==> src/rtl/quad_decoder_if.sv <==
// Quadrature decoder signal bundle.
// master drives the raw inputs and controls, slave is the decoder.
interface quad_decoder_if #(
    parameter int ERR_W = 8
);
    logic             en;
    logic             a_in;
    logic             b_in;
    logic             err_clr;
    logic             up;
    logic             down;
    logic             err;
    logic [ERR_W-1:0] err_cnt;
    logic [1:0]       ab_filt;

    modport master (
        output en, a_in, b_in, err_clr,
        input  up, down, err, err_cnt, ab_filt
    );

    modport slave (
        input  en, a_in, b_in, err_clr,
        output up, down, err, err_cnt, ab_filt
    );
endinterface

==> src/rtl/quad_decoder.sv <==
// Quadrature front end: sync, glitch filter, Gray-code decode.
// Emits 1-cycle up/down pulses and flags/counts illegal jumps.
module quad_decoder #(
    parameter int FILT_LEN = 4,
    parameter int ERR_W    = 8
) (
    input  logic          clk,
    input  logic          rstn,
    quad_decoder_if.slave bus
);
    localparam int CW = (FILT_LEN > 1) ? $clog2(FILT_LEN) : 1;
    localparam logic [CW-1:0]    LAST = CW'(FILT_LEN - 1);
    localparam logic [ERR_W-1:0] EMAX = '1;

    typedef enum logic [1:0] {
        INIT0,
        INIT1,
        RUN
    } state_t;

    state_t           state;
    logic             s1a, s2a, s1b, s2b;
    logic [CW-1:0]    cnt_a, cnt_b;
    logic [1:0]       ab;
    logic             up_q, down_q, err_q;
    logic [ERR_W-1:0] ecnt;

    logic             acc_a, acc_b;
    logic [1:0]       ab_nxt, chg, ab_fwd;
    logic             is_up, is_dn, is_err;

    // Filter acceptance and old->new transition classification
    always_comb begin
        acc_a  = (s2a != ab[1]) && (cnt_a == LAST);
        acc_b  = (s2b != ab[0]) && (cnt_b == LAST);
        ab_nxt = {acc_a ? s2a : ab[1], acc_b ? s2b : ab[0]};
        chg    = ab ^ ab_nxt;
        ab_fwd = {ab[0], ~ab[1]};
        is_up  = 1'b0;
        is_dn  = 1'b0;
        is_err = 1'b0;
        unique case (1'b1)
            (chg == 2'b00):     ;
            (chg == 2'b11):     is_err = 1'b1;
            (ab_nxt == ab_fwd): is_up  = 1'b1;
            default:            is_dn  = 1'b1;
        endcase
    end

    // Two-flop synchroniser per channel
    always_ff @(posedge clk or negedge rstn) begin
        if (!rstn) begin
            s1a <= 1'b0;
            s2a <= 1'b0;
            s1b <= 1'b0;
            s2b <= 1'b0;
        end else begin
            s1a <= bus.a_in;
            s2a <= s1a;
            s1b <= bus.b_in;
            s2b <= s1b;
        end
    end

    // Start-up sequencing, glitch filters and registered pulses
    always_ff @(posedge clk or negedge rstn) begin
        if (!rstn) begin
            state  <= INIT0;
            ab     <= 2'b00;
            cnt_a  <= '0;
            cnt_b  <= '0;
            up_q   <= 1'b0;
            down_q <= 1'b0;
            err_q  <= 1'b0;
        end else begin
            up_q   <= 1'b0;
            down_q <= 1'b0;
            err_q  <= 1'b0;
            unique case (state)
                INIT0: state <= INIT1;
                INIT1: begin
                    state <= RUN;
                    // s1 is what s2 holds after this edge
                    ab    <= {s1a, s1b};
                    cnt_a <= '0;
                    cnt_b <= '0;
                end
                RUN: begin
                    ab     <= ab_nxt;
                    cnt_a  <= (s2a == ab[1] || acc_a) ? '0 : cnt_a + CW'(1);
                    cnt_b  <= (s2b == ab[0] || acc_b) ? '0 : cnt_b + CW'(1);
                    up_q   <= bus.en & is_up;
                    down_q <= bus.en & is_dn;
                    err_q  <= bus.en & is_err;
                end
                default: state <= INIT0;
            endcase
        end
    end

    // Saturating error counter, clear has priority
    always_ff @(posedge clk or negedge rstn) begin
        if (!rstn) begin
            ecnt <= '0;
        end else if (bus.err_clr) begin
            ecnt <= '0;
        end else if (state == RUN && bus.en && is_err && ecnt != EMAX) begin
            ecnt <= ecnt + ERR_W'(1);
        end
    end

    assign bus.up      = up_q;
    assign bus.down    = down_q;
    assign bus.err     = err_q;
    assign bus.err_cnt = ecnt;
    assign bus.ab_filt = ab;
endmodule
==> src/flat_wrapper.sv <==
// flat-port wrapper written by rule: the top's interface ports become plain ports
module quad_decoder_flat 
#(
    parameter int FILT_LEN = 4,
    parameter int ERR_W    = 8
)
  (clk, rstn, bus_en, bus_a_in, bus_b_in, bus_err_clr, bus_up, bus_down, bus_err, bus_err_cnt, bus_ab_filt);
  quad_decoder_if #(.ERR_W(ERR_W)) bus_i ();
  input  logic clk;
  input  logic rstn;
  input wire logic [$bits(bus_i.en)-1:0] bus_en;
  input wire logic [$bits(bus_i.a_in)-1:0] bus_a_in;
  input wire logic [$bits(bus_i.b_in)-1:0] bus_b_in;
  input wire logic [$bits(bus_i.err_clr)-1:0] bus_err_clr;
  output wire logic [$bits(bus_i.up)-1:0] bus_up;
  output wire logic [$bits(bus_i.down)-1:0] bus_down;
  output wire logic [$bits(bus_i.err)-1:0] bus_err;
  output wire logic [$bits(bus_i.err_cnt)-1:0] bus_err_cnt;
  output wire logic [$bits(bus_i.ab_filt)-1:0] bus_ab_filt;
  assign bus_i.en = bus_en;
  assign bus_i.a_in = bus_a_in;
  assign bus_i.b_in = bus_b_in;
  assign bus_i.err_clr = bus_err_clr;
  assign bus_up = bus_i.up;
  assign bus_down = bus_i.down;
  assign bus_err = bus_i.err;
  assign bus_err_cnt = bus_i.err_cnt;
  assign bus_ab_filt = bus_i.ab_filt;
  quad_decoder #(.FILT_LEN(FILT_LEN), .ERR_W(ERR_W)) u_core (.clk(clk), .rstn(rstn), .bus(bus_i));
endmodule
==> config.mk <==
export PLATFORM = sky130hd
export DESIGN_NAME = quad_decoder_flat
export DESIGN_NICKNAME = d
export VERILOG_FILES = /design/src/rtl/quad_decoder_if.sv /design/src/rtl/quad_decoder.sv /design/src/flat_wrapper.sv
export SDC_FILE = /design/constraint.sdc
export NUM_CORES = 1
export LEC_CHECK = 0
export ABC_AREA = 1
export CORE_AREA = 2 2 47 49
export CTS_CLUSTER_DIAMETER = 100
export DETAILED_ROUTE_END_ITERATION = 7
export DIE_AREA = 0 0 49 51
export DONT_BUFFER_PORTS = 1
export PLACE_DENSITY = 0.78
export SETUP_SLACK_MARGIN = 0.02
export SYNTH_ARGS = -nofsm -noshare
export SYNTH_HDL_FRONTEND = slang
export SYNTH_SLANG_ARGS = --single-unit
==> constraint.sdc <==
create_clock -name clk -period 2.99 [get_ports clk]
set_input_delay 0.4485 -clock clk [delete_from_list [all_inputs] [get_ports clk]]
set_output_delay 0.4485 -clock clk [all_outputs]
set_load 0.02 [all_outputs]
Word level (Yosys, flattened, before mapping)
Index checks and enable logic that the tools add are counted.
{"block": "op_classes", "add_sub_neg": 3, "mul": 0, "div_mod_pow": 0, "n_lt_le_gt_ge": 0, "n_eq_ne": 11, "n_shift": 0, "muxes": 16, "bitwise_logic": 5, "n_reduce_logical": 12}
{"op": "two-way mux 8 bit", "n": 2}
{"op": "one-hot mux 2 bit (2 select lines)", "n": 3}
{"op": "adder 8 x 1 -> 8 bit (second input constant)", "n": 1}
{"op": "== test 2 bit (second input constant)", "n": 4}
{"op": "two-way mux 1 bit", "n": 8}
{"op": "inequality test 8 bit (second input constant)", "n": 1}
{"op": "one-hot mux 2 bit (3 select lines)", "n": 1}
{"op": "logical AND 1 bit", "n": 5}
{"op": "adder 2 x 1 -> 2 bit (second input constant)", "n": 2}
{"op": "logical NOT 2 bit", "n": 2}
{"op": "two-way mux 2 bit", "n": 2}
{"op": "nonzero test 2 bit", "n": 2}
{"op": "bitwise AND 1 bit", "n": 3}
{"op": "OR reduction 3 bit", "n": 1}
{"op": "== test 1 bit", "n": 2}
{"op": "== test 2 x 1 -> 1 bit (second input constant)", "n": 1}
{"op": "== test 2 bit", "n": 1}
{"op": "logical OR 1 bit", "n": 2}
{"op": "inequality test 1 bit", "n": 2}
{"op": "XOR 2 bit", "n": 1}
{"op": "inverter 1 bit", "n": 1}
{"block": "word_totals", "register_bits": 23, "latch_bits": 0, "ram_bits": 0, "romBits": 0, "inputBits": 6, "out_inout_bits": 13, "word_cells": 59, "mem_count": 0}

Depth between registers and ports, before layout
Gate-level depths: netlist of run 1.
{"block": "logic_depth", "depth_word": 10, "depth_mapped": 11, "depth_no_buf": 11}

Worst setup path before layout of run 1
No wires, ideal clock.
{"block": "synth_path", "path_type": "flip-flop to flip-flop", "from": "reg u_core.ab[1], in the netlist u_core.bus.ab_filt[1]", "to": "reg u_core.ecnt[3], in the netlist u_core.bus.err_cnt[3]", "setup_time_ps": 76, "arrival_time_ps": 1433, "required_time_ps": 2914, "slack_ps": 1480, "path_stages_with_launch": 10, "n_path_buf": 0, "synth_period_minus_slack_ps": 1510, "cell_sequence": "dfrtp_1 xnor2_1 nor2_1 ha_1 inv_1 nor2_8 inv_2 a21oi_4 nand3_1 o21ai_1"}
{"block": "synth_between", "elab_chain_cells": 9}
{"item": "start: declaration", "line": "quad_decoder.sv:24", "source": "logic [1:0] ab;"}
{"item": "start signal: assignment", "line": "quad_decoder.sv:84", "source": "ab <= {s1a, s1b};"}
{"item": "start signal: assignment", "line": "quad_decoder.sv:89", "source": "ab <= ab_nxt;"}
{"item": "inequality test 1 bit", "line": "quad_decoder.sv:34", "source": "acc_a = (s2a != ab[1]) && (cnt_a == LAST);"}
{"item": "logical AND 1 bit", "line": "quad_decoder.sv:34"}
{"item": "two-way mux 1 bit", "line": "quad_decoder.sv:36", "source": "ab_nxt = {acc_a ? s2a : ab[1], acc_b ? s2b : ab[0]};"}
{"item": "XOR 2 bit *", "line": "quad_decoder.sv:37", "source": "chg = ab ^ ab_nxt;"}
{"item": "== test 2 bit *", "line": "quad_decoder.sv:44", "source": "(chg == 2'b11): is_err = 1'b1;"}
{"item": "two-way mux 1 bit *", "line": "quad_decoder.sv:42", "source": "unique case (1'b1)"}
{"item": "logical AND 1 bit * (2 in series)", "line": "quad_decoder.sv:107", "source": "end else if (state == RUN && bus.en && is_err && ecnt != EMAX) begin"}
{"item": "nonzero test 2 bit (no source line) *"}
{"item": "end signal: assignment", "line": "quad_decoder.sv:108", "source": "ecnt <= ecnt + ERR_W'(1);"}
{"item": "end: declaration", "line": "quad_decoder.sv:26", "source": "logic [ERR_W-1:0] ecnt;"}
Every way passes the cells marked *; elsewhere a longest branch is shown, timed or not.
A chain may end at the register's enable or synchronous reset.

Worst setup path in the final report of run 1
{"block": "layout_path", "from": "reg u_core.ab[0], in the netlist u_core.bus.ab_filt[0]", "to": "reg u_core.ecnt[6], in the netlist u_core.bus.err_cnt[6]"}
{"block": "layout_between", "elab_chain_cells": 9}
{"item": "inequality test 1 bit", "line": "quad_decoder.sv:35", "source": "acc_b = (s2b != ab[0]) && (cnt_b == LAST);"}
{"item": "logical AND 1 bit", "line": "quad_decoder.sv:35"}
{"item": "two-way mux 1 bit", "line": "quad_decoder.sv:36"}
{"item": "XOR 2 bit *", "line": "quad_decoder.sv:37"}
{"item": "== test 2 bit *", "line": "quad_decoder.sv:44"}
{"item": "two-way mux 1 bit *", "line": "quad_decoder.sv:42"}
{"item": "logical AND 1 bit * (2 in series)", "line": "quad_decoder.sv:107"}
{"item": "nonzero test 2 bit (no source line) *"}
Marks and branches as above.

==> qor.csv, run 1 <==
stage,metric,value,unit
synthesis,Syn Std Cell Area,1220,µm²
finish,fin cells,173,
cts,root buf cell,clkbuf_4,
timing,Slew @ Worst Pin,0.997,ns
timing,Final min period,1.71,ns
critical_path,worst setup path endpoint,u_core.bus.err_cnt[6],
critical_path,reg2reg setup slack,1.28,ns
die,Cell Rows,17,
critical_path,critical path endpoint category,flip-flop,
cts,total clock sinks,23,
power_and_ir_drop,Lkg Pwr,0.674,nW
flow_run,max_cap viols,0,
timing,setup_tns,0,ns
finish,n_diodes,0,
outcome,status,"complete, no violations",
grt,GRT Util Overall,20.6,%
place,routability-driven placement congestion ratio,0.936,
timing,RSZ-0062 raised after global routing,no,
finish,Syn-to-layout area delta,5.83,%
detailed_routing,DR pass1 iterations,5,
critical_path,CP Launch Point,u_core.bus.ab_filt[0],
cts,Num CTS Buffers,3,
die,starting density of the core,59.2,%
grt,initial antenna violation count,0,
detailed_routing,number of vias per cell,5.25,
synthesis,Seq cells post-synth,23,
timing,Final Hold Fails,0,
timing,fin crit share,57.3,%
critical_path,CP Class,reg2reg,
grt,first-pass GRT wire length,3910,µm
cts,TritonCTS clock tree,built,
cts,worst-skew pair later-pin latency,0.30,ns
critical_path,CP Max Fanout,5,
cts,"Reg clk slew, reported paths",0.12,ns
power_and_ir_drop,VDD IR max,0.458,mV
finish,footprint of the multi-input gates,559,µm²
place,post-placement cell count,168,
place,Port-buffer cells,0,
cts,Max Root-Sink Buffers,2,
hold_path,Hold Startpoint,bus_a_in,
synthesis,Cell variety after synth,22,
finish,layout cells sized above 1,9.66,%
critical_path,CP required,3.22,ns
grt,vias in the first global route,947,
timing,Final Max Tran Viols,0,
die,DIE HEIGHT,51,µm
grt,total grt overflow,0,
critical_path,CP arrival,1.94,ns
timing,final setup vio count,0,
power_and_ir_drop,pwr/cell area,572,nW/µm²
finish,fillers,197,
die,Die ar.,2500,µm²
synthesis,"Avg Cell Area, Syn",8.73,µm²
detailed_routing,violation count after the first detailed-route iteration,11,
synthesis,synth warn,0,
timing,hold_ws,0.165,ns
place,Detail Placement HPWL,1620,µm
timing,normalized max-slew margin,33.3,%
cts,H-tree lvl count,1,
detailed_routing,detailed-route wire length per cell,12.1,µm
critical_path,r2r endpoint,u_core.bus.err_cnt[6],
finish,post-layout net count,159,
hold_path,Hold Crit Class,in2reg,
detailed_routing,DR vias,908,
synthesis,Post-Syn Instances,140,
detailed_routing,Residual DRC,0,
critical_path,worst r2r path cells,9,
grt,largest net degree at the start of global routing,24,
finish,Register Area,576,µm²
timing,Clock Skew,0.00297,ns
cts,Post-CTS Setup Inserts,0,
detailed_routing,final wirelength,2090,µm
timing,Fmax,584,MHz
synthesis,sequential-to-total area share from yosys stat,47.1,%
die,core area,2060,µm²
die,DIE WIDTH,49,µm
critical_path,CP Launch Type,flip-flop,
critical_path,worst reg2reg path startpoint,u_core.bus.ab_filt[0],
detailed_routing,Antenna Violating Nets Remaining,0,
cts,cts repair resizes,0,
synthesis,syn nets,153,
die,IO Count,19,
==> cells by family after synthesis <==
family          Yosys count  share of synthesized area (%)
compound gates           20                           9.52
fa+ha+maj                 7                           7.16
xor+xnor                  4                           2.87
flops                    23                           47.1
buf+inv                  23                           7.16
simple gates             63                           26.2
==> flip-flops by register name, summed over array words and instances (netlist names) <==
name                count
u_core.bus.ab_filt      2
u_core.bus.down         1
u_core.bus.err          1
u_core.bus.err_cnt      8
u_core.bus.up           1
u_core.cnt_a            2
u_core.cnt_b            2
u_core.s1a              1
u_core.s1b              1
u_core.s2a              1
u_core.s2b              1
u_core.state            2
==> routing by layer <==
metal | GRT usage [%] | wire [µm]
met4 | 7.14 | 12
met1 | 25.7 | 1010
met5 | 0 | 0
met2 | 34.0 | 964
met3 | 6.43 | 103
==> metrics by stage <==
step	setup WS [ns]	cell area [µm²]	total power, W	utilization, %
detailed placement	1.32	1260	0.000603	60.9
floorplan	1.48	1220	0.000563	-
CTS	1.28	1290	0.000752	62.7
global route	1.13	1290	0.000807	62.7
global placement	1.34	1260	0.000590	60.9
finish	1.28	1290	0.000740	62.7
==> cell usage in the layout (no fill, tap or decap) <==
master / instances
nand2_1: 28
dfrtp_1: 23
inv_1: 21
nor2_1: 12
o21ai_0: 11
nand3_1: 10
ha_1: 7
nor3_1: 3
nand2_4: 3
o21ai_1: 3
clkbuf_4: 3
xnor2_1: 2
nand2_2: 2
nor2_8: 2
xor2_1: 2
a21oi_1: 2
o22ai_1: 2
nand4_1: 2
o211ai_1: 1
nor2_2: 1
inv_2: 1
a21oi_4: 1
clkinv_2: 1
clkbuf_1: 1
dlygate4sd3_1: 1
==> worst min path at each step <==
stage                                  endpoint  cells past startpoint  slack (ns)
after detailed placement  u_core.bus.ab_filt[1]                      0        0.15
after floorplan           u_core.bus.ab_filt[0]                      0        0.15
final                                u_core.s1a                      0        0.17
after global routing                 u_core.s1a                      0        0.14
after global placement          u_core.bus.down                      0        0.15
after CTS                            u_core.s1b                      0        0.16
==> layout make-up <==
cell class	count	share of cell area, %
Sequential cell	23	44.5
Multi-Input combinational cell	94	43.2
Inverter	23	6.77
Tap cell	28	2.71
Clock buffer	4	2.03
Timing Repair Buffer	1	0.774
==> timing repair <==
item                                    CTS  global route
endpoints found under the setup margin    0             0
endpoints found under the hold margin    23             0
hold buffers                              1             0
==> synthesized netlist by cell type <==
cell type  count  area share, %
inv_1         21            6.4
dfrtp_1       23             47
o211ai_1       1           0.61
nand4_1        2            1.0
nand2_2        2            1.0
inv_2          1           0.31
a21oi_4        1            1.3
nand2_4        3            2.8
ha_1           7            7.2
xor2_1         2            1.4
o21ai_0       11            4.5
nand2_1       28            8.6
nor2_8         2            3.3
nand3_1       10            4.1
o22ai_1        2            1.0
o21ai_1        3            1.2
nor3_1         3            1.2
a21oi_1        2           0.82
xnor2_1        2            1.4
nor2_2         1           0.51
clkinv_2       1           0.41
nor2_1        12            3.7
==> power by group <==
part,leakage [nW],switching [W],internal (W),total [W]
sequential,0.298,0.0000619,0.000356,0.000418
clock,0.0150,0.0000852,0.0000519,0.000137
combinational,0.360,0.000114,0.0000713,0.000185
total,0.674,0.000261,0.000479,0.000740
==> critical path, stage by stage (launching register included) <==
cell and delay [ns]:
dfrtp_1 0.50, xnor2_1 0.19, nor2_1 0.14, ha_1 0.16, inv_1 0.08, nor2_8 0.16
inv_2 0.07, a21oi_4 0.17, nand3_1 0.10, o21ai_1 0.09
(Power assumes the default switching activity.)
==> run 2: changes to the inputs <==
--- a/config.mk
+++ b/config.mk
@@ -6,12 +6,12 @@
 export NUM_CORES = 1
 export LEC_CHECK = 0
 export ABC_AREA = 1
-export CORE_AREA = 2 2 47 49
+export CORE_AREA = 2 2 48 50
 export CTS_CLUSTER_DIAMETER = 100
 export DETAILED_ROUTE_END_ITERATION = 7
-export DIE_AREA = 0 0 49 51
+export DIE_AREA = 0 0 50 52
 export DONT_BUFFER_PORTS = 1
-export PLACE_DENSITY = 0.78
+export PLACE_DENSITY = 0.75
 export SETUP_SLACK_MARGIN = 0.02
 export SYNTH_ARGS = -nofsm -noshare
 export SYNTH_HDL_FRONTEND = slang
==> constraint.sdc (replaced) <==
create_clock -name clk -period 1.7 [get_ports clk]
set_input_delay 0.255 -clock clk [delete_from_list [all_inputs] [get_ports clk]]
set_output_delay 0.255 -clock clk [all_outputs]
set_load 0.02 [all_outputs]
==> run 2 against run 1 <==
Compared with the run above: sequential power grew 67%; routed wire length is 20% higher; maximum frequency is 7.0% higher; sequential cell count stayed put; final cell count is 8.7% higher; non-clock buffer count rose by 15; first-iteration DRC count grew to 4.7 times the previous value; critical path depth increased by 1; worst hold slack lost 0.086 ns; largest power group unchanged.
==> qor.csv, run 2 (synthesis gave the netlist of run 1 again) <==
stage,metric,value,unit,change
die,core area,2110,µm²,+2.1%
cts,"Reg clk slew, reported paths",0.13,ns,about the same
critical_path,CP Class,reg2reg,,
finish,fillers,154,,-22%
die,Die ar.,2600,µm²,+4.0%
timing,fin crit share,94.1,%,+37 points
finish,n_diodes,0,,unchanged
timing,Final Hold Fails,0,,unchanged
timing,Final min period,1.60,ns,-0.113 ns
detailed_routing,number of vias per cell,5.41,,+3.1%
critical_path,CP required,1.97,ns,-1.25 ns
die,Cell Rows,17,,unchanged
finish,Syn-to-layout area delta,18.5,%,
cts,root buf cell,clkbuf_4,,
detailed_routing,Residual DRC,0,,unchanged
cts,total clock sinks,23,,unchanged
power_and_ir_drop,pwr/cell area,992,nW/µm²,+73%
die,DIE WIDTH,50,µm,+2.0%
timing,Final Max Tran Viols,0,,unchanged
flow_run,max_cap viols,0,,unchanged
finish,post-layout net count,174,,+9.4%
timing,Clock Skew,0.00710,ns,+0.00413 ns
power_and_ir_drop,Lkg Pwr,0.744,nW,+10%
timing,Fmax,625,MHz,+7.0%
finish,max FFs per register,8,,unchanged
grt,first-pass GRT wire length,3970,µm,+1.6%
cts,worst-skew pair later-pin latency,0.32,ns,+0.02 ns
detailed_routing,DR pass1 iterations,4,,-1
detailed_routing,detailed-route wire length per cell,13.3,µm,+10%
finish,most frequent cells in the layout,"nand2_1, dfrtp_1, inv_1",,
cts,Num CTS Buffers,3,,unchanged
grt,initial antenna violation count,0,,unchanged
power_and_ir_drop,VDD IR max,0.742,mV,+62%
critical_path,CP Max Fanout,5,,unchanged
finish,Layout Cell Area excl Fill,1450,µm²,+12%
place,Detail Placement HPWL,1690,µm,+4.0%
critical_path,CP arrival,1.87,ns,-0.07 ns
timing,Slew @ Worst Pin,1.03,ns,+0.0350 ns
grt,total grt overflow,0,,unchanged
die,IO Count,19,,unchanged
critical_path,CP Launch Type,flip-flop,,
timing,PnR worst setup slack,0.101,ns,-1.18 ns
cts,Max Root-Sink Buffers,2,,unchanged
detailed_routing,violation count after the first detailed-route iteration,52,,+41
detailed_routing,final wirelength,2500,µm,+20%
grt,largest net degree at the start of global routing,24,,unchanged
hold_path,Hold Crit Class,in2reg,,
finish,"commonest non-fill, non-tap cell in the layout",nand2_1,,
timing,normalized max-slew margin,31.0,%,-2.3 points
cts,H-tree lvl count,1,,unchanged
detailed_routing,DR vias,1017,,+12%
critical_path,critical path endpoint category,flip-flop,,
place,placed cell areas,1310,µm²,+4.2%
timing,setup_tns,0,ns,unchanged
die,DIE HEIGHT,52,µm,+2.0%
timing,hold_ws,0.0794,ns,-0.0859 ns
cts,TritonCTS clock tree,built,,
place,routability-driven placement congestion ratio,0.906,,-3.2%
grt,GRT Util Overall,20.3,%,-0.32 points
finish,layout cells sized above 1,23.1,%,+13 points
outcome,status,"complete, no violations",,
detailed_routing,Antenna Violating Nets Remaining,0,,unchanged
place,pre-CTS setup slack,0.0976,ns,-1.22 ns
grt,vias in the first global route,941,,-0.63%
die,starting density of the core,58.1,%,-1.2 points
place,Port-buffer cells,0,,unchanged
timing,final setup vio count,0,,unchanged
## run 2: cell count changes in the layout (fill, tap and decap cells not counted), sizes merged
cell         previous run  this run
dlygate4sd3             1         3
buf                     0        13
## run 2: cell type report
cell class,instances,area [µm²],share of cell area (%)
tap,28,35.0,2.42
multi-input combinational,94,594,41.0
sequential,23,576,39.7
clock buffer,4,26.3,1.81
inverter,23,90.1,6.22
timing repair buffer,16,128,8.81
## run 2: final timing paths
check                                        endpoint  slack (ns)  cells after the start       startpoint
max in group asynchronous                  u_core.s2b        0.53                      1             rstn
worst min register to register             u_core.s2b        0.40                      0       u_core.s1b
worst max register to register  u_core.bus.err_cnt[7]        0.10                     10  u_core.cnt_a[1]
worst max-delay path            u_core.bus.err_cnt[7]        0.10                     10  u_core.cnt_a[1]
worst min-delay path                  u_core.bus.down        0.08                      2           bus_en
min in group asynchronous              u_core.bus.err        0.55                      1             rstn
## run 2: power breakdown
part / leakage, nW / total, W / switching, W / internal, W
clock network: 0.0150 / 0.000258 / 0.000167 / 0.0000918
registers: 0.298 / 0.000700 / 0.0000726 / 0.000627
logic: 0.431 / 0.000478 / 0.000269 / 0.000209
total: 0.744 / 0.00144 / 0.000509 / 0.000928
## run 2: critical path, cell delays in order (launching register included)
cell	delay, ns
dfrtp_1	0.42
ha_4	0.17
inv_2	0.04
nor2_2	0.09
ha_2	0.18
inv_2	0.06
nor2_8	0.13
inv_4	0.06
a21oi_4	0.19
nand4_1	0.12
nand2_1	0.08
## run 2: repair_timing
item | 4_1_cts | 5_1_grt
endpoints found under the hold margin | 25 | 0
gates resized for setup | 0 | 12
hold buffers | 3 | 0
endpoints found under the setup margin | 0 | 7
setup buffers | 0 | 6
## run 2: through the flow
step                instances  utilization [%]  total power (W)
floorplan                 140                -         0.000991
global route              188             68.8          0.00152
CTS                       182             64.9          0.00136
detailed placement        175             62.2          0.00109
global placement          175             62.2          0.00108
finish                    188             68.8          0.00144
## run 2: routing by layer
layer	global-route usage, %	wire length [µm]	vias to the layer above
met3	4.02	137	4
met5	0	0	-
li1	-	-	491
met1	26.1	1110	487
met4	8.80	31	0
met2	33.1	1220	35
